`src/rtl/uart_rx.sv`:
```
// uart_rx: 8N1 UART receiver with valid/ready byte output and framing/overrun error pulses.
// Define UART_RX_MAJORITY_EN to decide each bit by 2-of-3 voting around mid-bit.
module uart_rx #(
  parameter int BUAD_RATE = 9600,
  parameter int CLK_FRE   = 50_000_000
) (
  input  logic       clk,
  input  logic       rstn,
  input  logic       rx,
  output logic [7:0] m_rx_data,
  output logic       m_rx_valid,
  input  logic       m_rx_ready,
  output logic       frame_err,
  output logic       overrun_err
);
  localparam int CNT_MAX = CLK_FRE / BUAD_RATE;
  localparam int HALF    = CNT_MAX / 2;
  localparam int CW      = $clog2(CNT_MAX);
`ifdef UART_RX_MAJORITY_EN
  localparam int DEC = HALF + 1;
`else
  localparam int DEC = HALF;
`endif
  typedef enum logic [1:0] {IDLE, START, DATA, STOP} state_t;
  state_t state, state_nx;
  logic [CW-1:0] cnt;
  logic [2:0] bit_idx;
  logic [7:0] shift;
  logic [1:0] warm;
  logic s1, rs, prev, armed;
  logic fall, samp, last, bit_v, deliver, ferr;
  // warm/armed keep a line that was low out of reset from looking like a start edge
  always_ff @(posedge clk or negedge rstn)
    if (!rstn) begin
      s1    <= 1'b1;
      rs    <= 1'b1;
      prev  <= 1'b1;
      warm  <= '0;
      armed <= 1'b0;
    end else begin
      s1    <= rx;
      rs    <= s1;
      prev  <= rs;
      warm  <= {warm[0], 1'b1};
      armed <= armed | (warm[1] & rs);
    end
  assign fall = armed & prev & ~rs;
  assign samp = cnt == CW'(DEC);
  assign last = cnt == CW'(CNT_MAX - 1);
`ifdef UART_RX_MAJORITY_EN
  logic v0, v1;
  always_ff @(posedge clk or negedge rstn)
    if (!rstn) begin
      v0 <= 1'b1;
      v1 <= 1'b1;
    end else begin
      if (cnt == CW'(HALF - 1)) v0 <= rs;
      if (cnt == CW'(HALF)) v1 <= rs;
    end
  assign bit_v = (v0 & v1) | (v0 & rs) | (v1 & rs);
`else
  assign bit_v = rs;
`endif
  always_ff @(posedge clk or negedge rstn)
    if (!rstn) state <= IDLE;
    else state <= state_nx;
  always_comb begin
    state_nx = state;
    case (state)
      IDLE:  state_nx = fall ? START : IDLE;
      START: state_nx = (samp && bit_v) ? IDLE : last ? DATA : START;
      DATA:  state_nx = (last && bit_idx == 3'd7) ? STOP : DATA;
      STOP:  state_nx = samp ? IDLE : STOP;
      default: state_nx = IDLE;
    endcase
  end
  always_comb begin
    deliver = state == STOP && samp && bit_v;
    ferr    = state == STOP && samp && !bit_v;
  end
  always_ff @(posedge clk or negedge rstn)
    if (!rstn) cnt <= '0;
    else cnt <= (state == IDLE || state_nx == IDLE || last) ? '0 : cnt + 1'b1;
  always_ff @(posedge clk or negedge rstn)
    if (!rstn) begin
      bit_idx     <= '0;
      shift       <= '0;
      m_rx_data   <= '0;
      m_rx_valid  <= 1'b0;
      frame_err   <= 1'b0;
      overrun_err <= 1'b0;
    end else begin
      bit_idx     <= state != DATA ? '0 : last ? bit_idx + 1'b1 : bit_idx;
      if (state == DATA && samp) shift <= {bit_v, shift[7:1]};
      frame_err   <= ferr;
      overrun_err <= deliver & m_rx_valid & ~m_rx_ready;
      if (deliver && (!m_rx_valid || m_rx_ready)) m_rx_data <= shift;
      m_rx_valid  <= deliver | (m_rx_valid & ~m_rx_ready);
    end
endmodule

```
`config.mk`:
```
export PLATFORM = sky130hd
export DESIGN_NAME = uart_rx
export DESIGN_NICKNAME = d
export VERILOG_FILES = /design/src/rtl/uart_rx.sv
export SDC_FILE = /design/constraint.sdc
export NUM_CORES = 1
export LEC_CHECK = 0
export BUFFER_PORTS_ARGS = -buffer_cell sky130_fd_sc_hd__buf_4
export CELL_PAD_IN_SITES_DETAIL_PLACEMENT = 1
export CELL_PAD_IN_SITES_GLOBAL_PLACEMENT = 1
export CORE_UTILIZATION = 50
export CTS_BUF_LIST = sky130_fd_sc_hd__clkbuf_8
export DETAILED_ROUTE_END_ITERATION = 12
export PLACE_DENSITY_LB_ADDON = 0.12
export SYNTH_ARGS = -nofsm -noshare
export SYNTH_HDL_FRONTEND = slang
export SYNTH_SLANG_ARGS = --single-unit
```
`constraint.sdc`:
```
create_clock -name clk -period 3.14 [get_ports clk]
set_input_delay 0.471 -clock clk [delete_from_list [all_inputs] [get_ports clk]]
set_output_delay 0.471 -clock clk [all_outputs]
set_load 0.02 [all_outputs]
```
**After elaboration in Yosys (flattened, before gate mapping)**

Cells that the tools add are included.

- Flip-flop bits (word level): 43
- Input port bits: 4
- Output and inout port bits: 11
- Logic and storage cells: 56

- $add $sub $neg: 2
- Eq/ne operators: 7
- Multiplexer cells: 9
- Bitwise gates (word level): 10
- Reductions and logical operators: 15

Operators with widths:

| kind | number |
|---|---|
| $add A13 B1 Y13 const B | 1 |
| $eq A13 B12 Y1 const B | 1 |
| $eq A13 B13 Y1 const B | 1 |
| $mux W13 | 1 |
| $pmux W2 S4 | 1 |
| $logic_and A1 B1 Y1 | 7 |
| $and A1 B1 Y1 | 6 |
| $mux W2 | 3 |
| $mux W3 | 2 |
| $eq A2 B2 Y1 const B | 2 |
| $logic_not A2 Y1 | 2 |
| $add A3 B1 Y3 const B | 1 |
| $eq A3 B3 Y1 const B | 1 |
| $logic_or A1 B1 Y1 | 3 |
| $eq A2 B1 Y1 const B | 1 |
| $logic_not A1 Y1 | 2 |
| $mux W1 | 2 |
| $ne A2 B2 Y1 const B | 1 |
| $not A1 Y1 | 2 |
| $or A1 B1 Y1 | 2 |
| $reduce_bool A2 Y1 | 1 |

**Longest topological paths before layout**

- Word-level depth: 8
- Mapped depth: 7
- Depth with buffers taken out: 6

**Worst setup path before layout**

Ideal clock, no wire load.

- Path type: register to register
- From: register cnt[0]
- To: register shift[0]
- Setup time: 0.125 ns
- Data arrival time: 2.119 ns
- Data required time: 3.015 ns
- Path slack: 0.896 ns
- Cell stages (with the launch flop): 7
- Buffers on the path: 0
- Clock period less this slack: 2.244 ns
- Path through: dfrtp_1 inv_1 ha_1 or4b_4 or4_4 nor2_8 mux2_2

- Longest elaborated chain between the ends: 2

RTL lines:

| what | line | source |
|---|---|---|
| start: declaration | 26 | `logic [CW-1:0] cnt;` |
| start signal: assignment | 83 | `else cnt <= (state == IDLE \|\| state_nx == IDLE \|\| last) ? '0 : cnt + 1'b1;` |
| $eq A13 B12 Y1 | 48 | `assign samp = cnt == CW'(DEC);` |
| $logic_and A1 B1 Y1 | 94 | `if (state == DATA && samp) shift <= {bit_v, shift[7:1]};` |
| end signal: assignment | 94 |  |
| end: declaration | 28 | `logic [7:0] shift;` |

Every way passes these cells.
A chain may end at the register's enable or synchronous reset.

**Worst setup path after layout**

- From: register cnt[0]
- To: register cnt[12]

- Longest elaborated chain between the ends: 8
- Elaborated cells between the ends (all ways): 14
- Classes of those cells: add/sub (1); eq/ne (2); mux (6); reduce/logical (5)

RTL lines:

| what | line | source |
|---|---|---|
| $eq A13 B13 Y1 / $eq A13 B12 Y1 (equally long branches) | 49, 48 |  |
| $mux W2, or another cell as far along | 71 | `START: state_nx = (samp && bit_v) ? IDLE : last ? DATA : START;` |
| $mux W2 / $mux W1 (equally long branches) | 71, 72 |  |
| $pmux W2 S4 | 69 | `case (state)` |
| $logic_not A2 Y1 | 83 |  |
| $logic_or A1 B1 Y1 (2 in series) | 83 |  |
| $mux W13 (*) | 83 |  |

Mark *: on every way between the ends. The rest lies on a longest branch, timed or not.

==> qor.yml <==
peakVddDrop_mv: 0.3522
synthCells: 150
routed_wl_mm: 3.861
final-setup-viol-count: 0
chipWidth_um: 63
grt_pass1_wl_mm: 6.810
cts_sinks: 43
nFillCells: 364
p_leak_uw: 0.0009916
nNetsFinal: 178
tightest_slew_ns: 0.6169
clk_latency_ns: 0.30
dp_hpwl_mm: 2.564
crit_path_end_kind: "register"
row_count: 21
fin_ws_ns: 0.6049
num_antenna_cells: 0
syn_area_per_cell_um2: 12.40
grt-ovfl-total: 0
remaining_drc_errors: 0
worst_clock_skew_ns: 0.01185
max_stage_delay_ns: 0.59
clockBufferDepth: 2
ys_types: 37
fin_util_pct: 61.61
min_path_type: "input port to asynchronous set/reset pin"
hold_viol_final: 0
finalHoldWorstSlack_ns: 0.1450
grt_max_degree: 44
drt-wirelength-per-cell_um: 17.79
die_area_mm2: 0.003969
port_buffers: 14
chipHeight_um: 63
ctsRootBufferMaster: "clkbuf_8"
rrSetupSlack_ns: 0.60
drt_iter0_markers: 55
grt_pass1_vias: 1383
ys_seq_elements: 43
cp-start-kind: "register"
gp_congestion: 0.7821
post_cts_buffers: 0
max-cap-violations: 0
synthesis.nets: 158
cts_tree: "done"
power_uw: 1163
htreeDepth: 2
synth_largest_area_cell: "dfrtp_1"
pre_cts_ws_ns: 0.6316
netlist.area_leader.share_pct: 53.80
grt_usage_pct: 22.91
slowest_stage: "or4_4"
slew_viol_final: 0
syn_area_mm2: 0.001861
cts_hold_buf: 0
final.min_clock_period_ns: 2.535
cts_resized: 0
post_drt_via_cell_ratio: 5.512
fin_tns_setup_ns: 0
path_clk_slew_ns: 0.09
status: "finished clean"
fin_crit_sh_pct: 80.74
cts_buffers: 5
initial_utilization_pct: 54.05
worstPathArrival_ns: 2.69
area_growth_syn_to_layout_pct: 13.99
fmax_mhz: 394.5
drive_gt1_share_pct: 29.24
ys.warnings.count: 0
io_pins: 15
vias: 1196
rsz0062_at_grt: "no"
slew_headroom_pct: 58.87
cp_max_fo: 13
ys.flop_type: "dfrtp_1"
synth_edf_count: 0
synthTopCellsByArea: "dfrtp_1 54%, mux2_2 9.7%, dfstp_2 4.2%"
async_reset_ff_share_pct: 100.0
powerDensity_mw_per_mm2: 548.5
core-area_mm2: 0.003442
ys_seq_area_share_pct: 58.04
critPathKind: "register to register"
ant_nets: 0
required_ns: 3.29
antenna_found_initial: 0
first_pass_iters: 4
cp_cell_sequence: "inv_1 -> ha_1 -> or4b_4 -> or4_4 -> o22ai_2 -> nor3_1"
## metal layers
layer | GRT usage, % | wire, um
met2 | 40.99 | 2111
met5 | 0 | 0
met3 | 6.752 | 114
met1 | 25.89 | 1612
met4 | 7.267 | 22
## sequential cells by signal, summed over array words and instances, names as in the netlist
signal	cells
bit_idx	3
m_rx_valid	1
warm	2
armed	1
cnt	13
state	2
s1	1
prev	1
bit_v	1
shift	8
overrun_err	1
frame_err	1
m_rx_data	8
## critical path: cells and delay by family, from the launching register on
kind	cells	cell delay, ns
fa+ha+maj	1	0.14
compound gates	1	0.51
simple gates	3	1.21
buf+inv	1	0.08
flops	1	0.45
## report_power, final
group	switching (uW)	leakage, uW	internal (uW)
clock	198	0.0000474	180
combinational	74.6	0.000374	66.0
sequential	53.5	0.000571	591
total	326	0.000992	837
## area by class of cell
type	instances	area (um2)	share of cell area, %
clock buffer	6	82.58	3.894
clock inverter	2	16.27	0.7670
inverter	5	18.77	0.8850
multi-input combinational	99	745.7	35.16
sequential	43	1080	50.91
tap	46	57.56	2.714
timing repair buffer	16	120.1	5.664
## cells by family (layout without fill, tap and decap cells)
group	after synthesis	in the layout	synth area share (%)
flip-flops	43	43	58.04
adder cells (fa/ha/maj)	4	4	2.690
buffers and inverters	8	29	1.883
multiplexers	18	18	10.76
XOR/XNOR	12	12	5.649
other	1	1	0.2016
AO/OA/AOI/OAI	7	7	3.026
AND/OR/NAND/NOR	57	57	17.75
## cell usage in the layout (no fill, tap or decap), drive strengths merged, types with 2 or more instances in the layout
cell type and n:
nand4bb 2, nor3 10, and3 2, inv 5, or2 2, dfstp 3, dfrtp 40, nor4 4
nand3 7, nand2 8, ha 4, nor2 13, mux2i 2, buf 16, mux2 16, nand2b 2
clkbuf 6, xor2 3, xnor2 9
## Yosys cell counts (3+ instances only)
library cell,number
dfrtp_1,40
dfstp_2,3
ha_1,4
inv_1,5
mux2_2,16
nand2_1,8
nand3_1,7
nor2_1,12
nor3_1,10
nor4_1,3
xnor2_1,9
xor2_1,3
## final timing paths
| path | depth (start not counted) | from | to |
|---|---|---|---|
| max | 6 | cnt[0] | cnt[12] |
| min reg2reg | 0 | s1 | bit_v |
| min in group clk | 1 | rx | s1 |
| max in group asynchronous | 1 | rstn | prev |
| max reg2reg | 6 | cnt[0] | cnt[12] |
| min | 1 | rstn | cnt[11] |
## metrics by stage
step | instance area [um2] | cells
final | 2121 | 217
after global routing | 2121 | 217
after CTS | 2121 | 217
after detailed placement | 2022 | 209
after global placement | 2022 | 209
after floorplan | 1861 | 150
(Power assumes the default switching activity.)
